<file path="config.mk">
export PLATFORM = sky130hd
export DESIGN_NAME = seq_bit_conditioner
export DESIGN_NICKNAME = d
export VERILOG_FILES = /design/src/rtl/seq_cond_pkg.sv /design/src/rtl/debounce_filter.sv /design/src/rtl/seq_bit_conditioner.sv
export SDC_FILE = /design/constraint.sdc
export NUM_CORES = 1
export LEC_CHECK = 0
export ABC_AREA = 1
export BUFFER_PORTS_ARGS = -buffer_cell sky130_fd_sc_hd__buf_2
export CAP_MARGIN = 20
export CORE_UTILIZATION = 60
export CTS_BUF_LIST = sky130_fd_sc_hd__clkbuf_2 sky130_fd_sc_hd__clkbuf_4 sky130_fd_sc_hd__clkbuf_8
export CTS_CLUSTER_SIZE = 40
export DETAILED_ROUTE_END_ITERATION = 10
export PLACE_DENSITY = 0.78
export RECOVER_POWER = 25
export SYNTH_ARGS = -nofsm -noshare
export SYNTH_HDL_FRONTEND = slang
export SYNTH_SLANG_ARGS = --single-unit
</file>
<file path="constraint.sdc">
create_clock -name clk -period 3.06 [get_ports clk]
set_input_delay 0.306 -clock clk [delete_from_list [all_inputs] [get_ports clk]]
set_output_delay 0.306 -clock clk [all_outputs]
set_load 0.05 [all_outputs]
</file>
<file path="src/rtl/seq_cond_pkg.sv">
// Shared types and defaults for the bit conditioner: FSM encoding and timing constants.
package seq_cond_pkg;

    typedef enum logic [1:0] {
        IDLE         = 2'd0,
        CAPTURE      = 2'd1,
        WAIT_RELEASE = 2'd2
    } state_t;

    // 20 ms at 12 MHz, and the legacy clock-divider step period
    localparam int unsigned DEBOUNCE_CYCLES_DEF = 240000;
    localparam int unsigned TICK_DIV_DEF        = 20000000;
    localparam int unsigned CNT_W_DEF           = 8;

    function automatic int unsigned cnt_width(input int unsigned n);
        return (n > 1) ? $clog2(n) : 1;
    endfunction

endpackage

</file>
<file path="src/rtl/debounce_filter.sv">
// Two-flop synchroniser followed by a hold-time debouncer for one raw asynchronous input.
module debounce_filter
    import seq_cond_pkg::*;
#(
    parameter int unsigned DEBOUNCE_CYCLES = DEBOUNCE_CYCLES_DEF
) (
    input  logic clk,
    input  logic rst_n,
    input  logic i_raw,
    output logic o_level
);

    localparam int unsigned     DB_W    = cnt_width(DEBOUNCE_CYCLES);
    localparam logic [DB_W-1:0] DB_LAST = DB_W'(DEBOUNCE_CYCLES - 1);

    logic            r_sync1;
    logic            r_sync2;
    logic            r_level;
    logic [DB_W-1:0] r_cnt;

    // Level flips only after the synchronised input has disagreed for DEBOUNCE_CYCLES edges
    always_ff @(posedge clk) begin
        if (!rst_n) begin
            r_sync1 <= 1'b0;
            r_sync2 <= 1'b0;
            r_level <= 1'b0;
            r_cnt   <= '0;
        end else begin
            r_sync1 <= i_raw;
            r_sync2 <= r_sync1;
            if (r_sync2 == r_level) begin
                r_cnt <= '0;
            end else if (r_cnt == DB_LAST) begin
                r_level <= r_sync2;
                r_cnt   <= '0;
            end else begin
                r_cnt <= r_cnt + DB_W'(1);
            end
        end
    end

    assign o_level = r_level;

endmodule

</file>
<file path="src/rtl/seq_bit_conditioner.sv">
// Turns a raw bit switch plus step button (or an auto tick) into one clean serial bit
// with a single-cycle valid strobe for the downstream sequence detector.
module seq_bit_conditioner
    import seq_cond_pkg::*;
#(
    parameter int unsigned DEBOUNCE_CYCLES = DEBOUNCE_CYCLES_DEF,
    parameter int unsigned TICK_DIV        = TICK_DIV_DEF,
    parameter int unsigned CNT_W           = CNT_W_DEF
) (
    input  logic             clk,
    input  logic             rst_n,
    input  logic             sw_in,
    input  logic             btn_in,
    input  logic             auto_en,
    output logic             x,
    output logic             x_valid,
    output logic [CNT_W-1:0] bit_count,
    output logic             busy
);

    localparam int unsigned     TK_W    = cnt_width(TICK_DIV);
    localparam logic [TK_W-1:0] TK_LAST = TK_W'(TICK_DIV - 1);

    logic             w_sw_level;
    logic             w_btn_level;
    logic             w_tick;
    logic             w_capture;
    state_t           w_state_next;

    logic             r_btn_prev;
    logic             r_btn_rise;
    logic [TK_W-1:0]  r_tick_cnt;
    state_t           r_state;
    logic             r_x;
    logic             r_x_valid;
    logic [CNT_W-1:0] r_bit_count;
    logic             r_busy;

    debounce_filter #(.DEBOUNCE_CYCLES(DEBOUNCE_CYCLES)) u_sw_filter (
        .clk     (clk),
        .rst_n   (rst_n),
        .i_raw   (sw_in),
        .o_level (w_sw_level)
    );

    debounce_filter #(.DEBOUNCE_CYCLES(DEBOUNCE_CYCLES)) u_btn_filter (
        .clk     (clk),
        .rst_n   (rst_n),
        .i_raw   (btn_in),
        .o_level (w_btn_level)
    );

    // Free-running tick only while auto mode is on; dropping auto_en rewinds it
    always_ff @(posedge clk) begin
        if (!rst_n || !auto_en) begin
            r_tick_cnt <= '0;
        end else if (r_tick_cnt == TK_LAST) begin
            r_tick_cnt <= '0;
        end else begin
            r_tick_cnt <= r_tick_cnt + TK_W'(1);
        end
    end

    assign w_tick = auto_en && (r_tick_cnt == TK_LAST);

    // Registered rising edge of the debounced button
    always_ff @(posedge clk) begin
        if (!rst_n) begin
            r_btn_prev <= 1'b0;
            r_btn_rise <= 1'b0;
        end else begin
            r_btn_prev <= w_btn_level;
            r_btn_rise <= w_btn_level && !r_btn_prev;
        end
    end

    // Events seen outside IDLE are simply dropped
    always_comb begin
        w_state_next = r_state;
        w_capture    = 1'b0;
        case (r_state)
            IDLE: begin
                if (r_btn_rise || w_tick) begin
                    w_state_next = CAPTURE;
                    w_capture    = 1'b1;
                end
            end
            CAPTURE: begin
                w_state_next = w_btn_level ? WAIT_RELEASE : IDLE;
            end
            WAIT_RELEASE: begin
                if (!w_btn_level) begin
                    w_state_next = IDLE;
                end
            end
            default: begin
                w_state_next = IDLE;
            end
        endcase
    end

    always_ff @(posedge clk) begin
        if (!rst_n) begin
            r_state     <= IDLE;
            r_x         <= 1'b0;
            r_x_valid   <= 1'b0;
            r_bit_count <= '0;
            r_busy      <= 1'b0;
        end else begin
            r_state   <= w_state_next;
            r_x_valid <= w_capture;
            r_busy    <= (w_state_next != IDLE);
            if (w_capture) begin
                r_x         <= w_sw_level;
                r_bit_count <= r_bit_count + CNT_W'(1);
            end
        end
    end

    assign x         = r_x;
    assign x_valid   = r_x_valid;
    assign bit_count = r_bit_count;
    assign busy      = r_busy;

endmodule

</file>
==> flow_metrics.tcl <==
set metrics [dict create \
    drc_errors 0 \
    final.min_clock_period_ns 2.04 \
    rsz0062_at_grt "false" \
    holdPathStages 3 \
    antenna_found_initial 0 \
    synth_top_area_share_pct 41.6 \
    start_util_pct 62.2 \
    post_cts_resized 0 \
    num_rows 29 \
    grt_max_degree 26 \
    fillers 584 \
    synth_flop_cell "dfxtp_1" \
    reg2reg_depth 8 \
    layout.cells.non_filler 654 \
    die-area_um2 6910 \
    syn_area_um2 3950 \
    finish.utilization_pct 66.4 \
    grt_pass1_wl_mm 13.4 \
    area_growth_pct 6.75 \
    cp_data_arrival_time_ns 2.27 \
    hpwlAfterDp_mm 5.49 \
    postRouteAntennaNets 0 \
    worst_slew_pin_slew_ns 0.606 \
    synthTopCellsByArea "dfxtp_1 (42%), nand2_1 (12%), nor2_1 (7.7%)" \
    powerDensity_nw_per_um2 429 \
    cp_slowest_cell "dfxtp_1" \
    insertion_delay_ns 0.35 \
    boundaryPins 16 \
    clock_sink_count 82 \
    ys_seq_area_share_pct 41.6 \
    fmax_mhz 490 \
    startpoint_type "register" \
    async_reset_ff_share_pct 0 \
    synth_edf_count 0 \
    synth_area_leader_cell "dfxtp_1" \
    ctsHoldBuffers 0 \
    final.setup.tns_ns 0 \
    cts_tree "done" \
    fin_crit_sh_pct 66.7 \
    cts_buffers 9 \
    maxSlewHeadroom_pct 59.7 \
    core_area_um2 6350 \
    die_w_um 83.1 \
    status "completed" \
    cts.path.max_buffers 2 \
    h-tree-depth 3 \
    synth_fp_nets 563 \
    critPathMaxFanout 17 \
    clk_pin_slew_worst_paths_ns 0.08 \
    via_count 3432 \
    finClkSkew_ns 0.00846 \
    viasPerCell 5.25 \
    syn-instance-count 554 \
    synth.distinct_cells 37 \
    min_path_type "primary input to register" \
    max_stage_delay_ns 0.41 \
    leakage_nw 1.48 \
    drt_first_pass_iters 4 \
    antenna_cells 0 \
    postCtsSetupRepairBufs 0 \
    slew_violations 0 \
    max_cap_viol_count 0 \
    syn_avg_cell_area_um2 7.13 \
    synth-seq-cells 82 \
    drtIter0Drc 119 \
    drive_gt1_share_pct 7.28 \
    end_kind "register" \
    final_hold_viol_count 0 \
    grt_pass1_vias 3260 \
    wl_per_cell_um 11.4 \
    crit_chain "ha_1, nand2_1, nor2_1, nand2_1, nor2_1, nand4_1, nand2_2, nor3_1" \
    place.gp.congestion 0.873 \
    crit_type "register to register" \
    finalSetupViolations 0 \
    ys_warn_count 0 \
    io_buffers 15 \
    wl_mm 7.44 \
    track_usage_pct 23.3 \
    fp.dieH_um 83.1 \
    ir_drop_uv 366 \
    gr-total-overflow 0 \
    nNetsFinal 581 \
    cp.required_ns 3.28 \
    placed_cells 638 \
    root_buffer "clkbuf_8" \
]
report_power, final:
| group | internal (W) | switching (W) |
|---|---|---|
| clock | 0.000317 | 0.000391 |
| sequential | 0.00107 | 0.00000368 |
| combinational | 0.00000667 | 0.0000181 |
flip-flops by register name, indices dropped and copies added (netlist names):
| signal | count |
|---|---|
| r_btn_prev | 1 |
| u_sw_filter.o_level | 1 |
| u_btn_filter.o_level | 1 |
| r_btn_rise | 1 |
| u_sw_filter.r_sync2 | 1 |
| u_sw_filter.r_cnt | 18 |
| x | 1 |
| u_btn_filter.r_sync2 | 1 |
| x_valid | 1 |
| u_btn_filter.r_cnt | 18 |
| u_btn_filter.r_sync1 | 1 |
| bit_count | 8 |
| busy | 1 |
| r_tick_cnt | 25 |
| r_state | 2 |
| u_sw_filter.r_sync1 | 1 |
worst max-delay path: cells and delay by family, from the launching register on:
kind | cells | cell delay [ns]
adders and majority gates | 1 | 0.21
and+or+nand+nor | 7 | 1.29
DFF | 1 | 0.41
cells by family after synthesis:
logic type,count (synthesis),share of synthesized area (%)
buf+inv,86,8.94
flops,82,41.6
fa+ha+maj,4,1.27
compound gates,50,7.13
xor+xnor,28,6.21
simple gates,304,34.9
layout make-up:
| type | count | area, um^2 | share of cell area, % |
|---|---|---|---|
| well taps | 77 | 96.3 | 2.29 |
| multi-input cells | 386 | 1940 | 46.0 |
| flip-flops and latches | 82 | 1640 | 39.0 |
| inverters | 77 | 289 | 6.86 |
| clock inverters | 6 | 42.5 | 1.01 |
| repair buffers | 16 | 67.6 | 1.60 |
| clock buffers | 10 | 138 | 3.27 |
placed cells by master, fill, tap and decap left out, types with 8 or more instances in the layout:
master      n
xor2_1     20
o21ai_0     8
nor2_1     82
nand3_1    39
nor3_1     17
dfxtp_1    82
nand2_1   121
nand4_1    17
xnor2_1     8
inv_1      73
clkbuf_1   12
clkbuf_8   10
a21oi_1    35
metrics by stage:
stage	area (um^2)	setup slack, ns	total power (W)	hold slack, ns
after floorplan	3950	1.41	0.00112	0.368
after global placement	4060	1.18	0.00112	0.374
after detailed placement	4060	1.09	0.00112	0.382
after CTS	4240	1.09	0.00183	0.135
after global routing	4210	0.737	0.00187	0.151
final	4210	1.02	0.00181	0.149
worst paths after layout:
path	start	to	slack (ns)
max	u_sw_filter.r_cnt[0]$_SDFF_PP0_	u_sw_filter.r_cnt[2]$_SDFF_PP0_	1.02
min	sw_in	u_sw_filter.r_sync1$_SDFF_PN0_	0.15
max reg2reg	u_sw_filter.r_cnt[0]$_SDFF_PP0_	u_sw_filter.r_cnt[2]$_SDFF_PP0_	1.02
min reg2reg	r_btn_prev$_SDFF_PN0_	r_btn_rise$_SDFF_PN0_	0.39
synthesized netlist by cell type (2+ instances only):
cell and count:
nand3_1 39, nand4_1 16, nor4_1 4, nor2_1 81, buf_6 3, or2_2 2, ha_1 4, inv_2 4
or2_0 2, buf_2 3, nor2_2 3, clkbuf_1 2, dfxtp_1 82, inv_1 73, a21oi_1 35, xnor2_1 8
nand2_1 121, nor3_1 17, nand2_2 4, nor3b_1 3, nand3_2 2, xor2_1 20, nor2_4 2, o21ai_0 8
nor3_2 2, o21a_1 2, nand3b_1 2
per-layer routing:
layer / global-route usage (%) / vias to the layer above / share of wire [%]
met2: 40.8 / 41 / 50
li1: - / 1791 / -
met5: 0 / - / 0
met4: 8.15 / 0 / 1.3
met1: 28.2 / 1591 / 46
met3: 4.77 / 9 / 2.7
No activity file was read; power rests on OpenSTA's default activity.
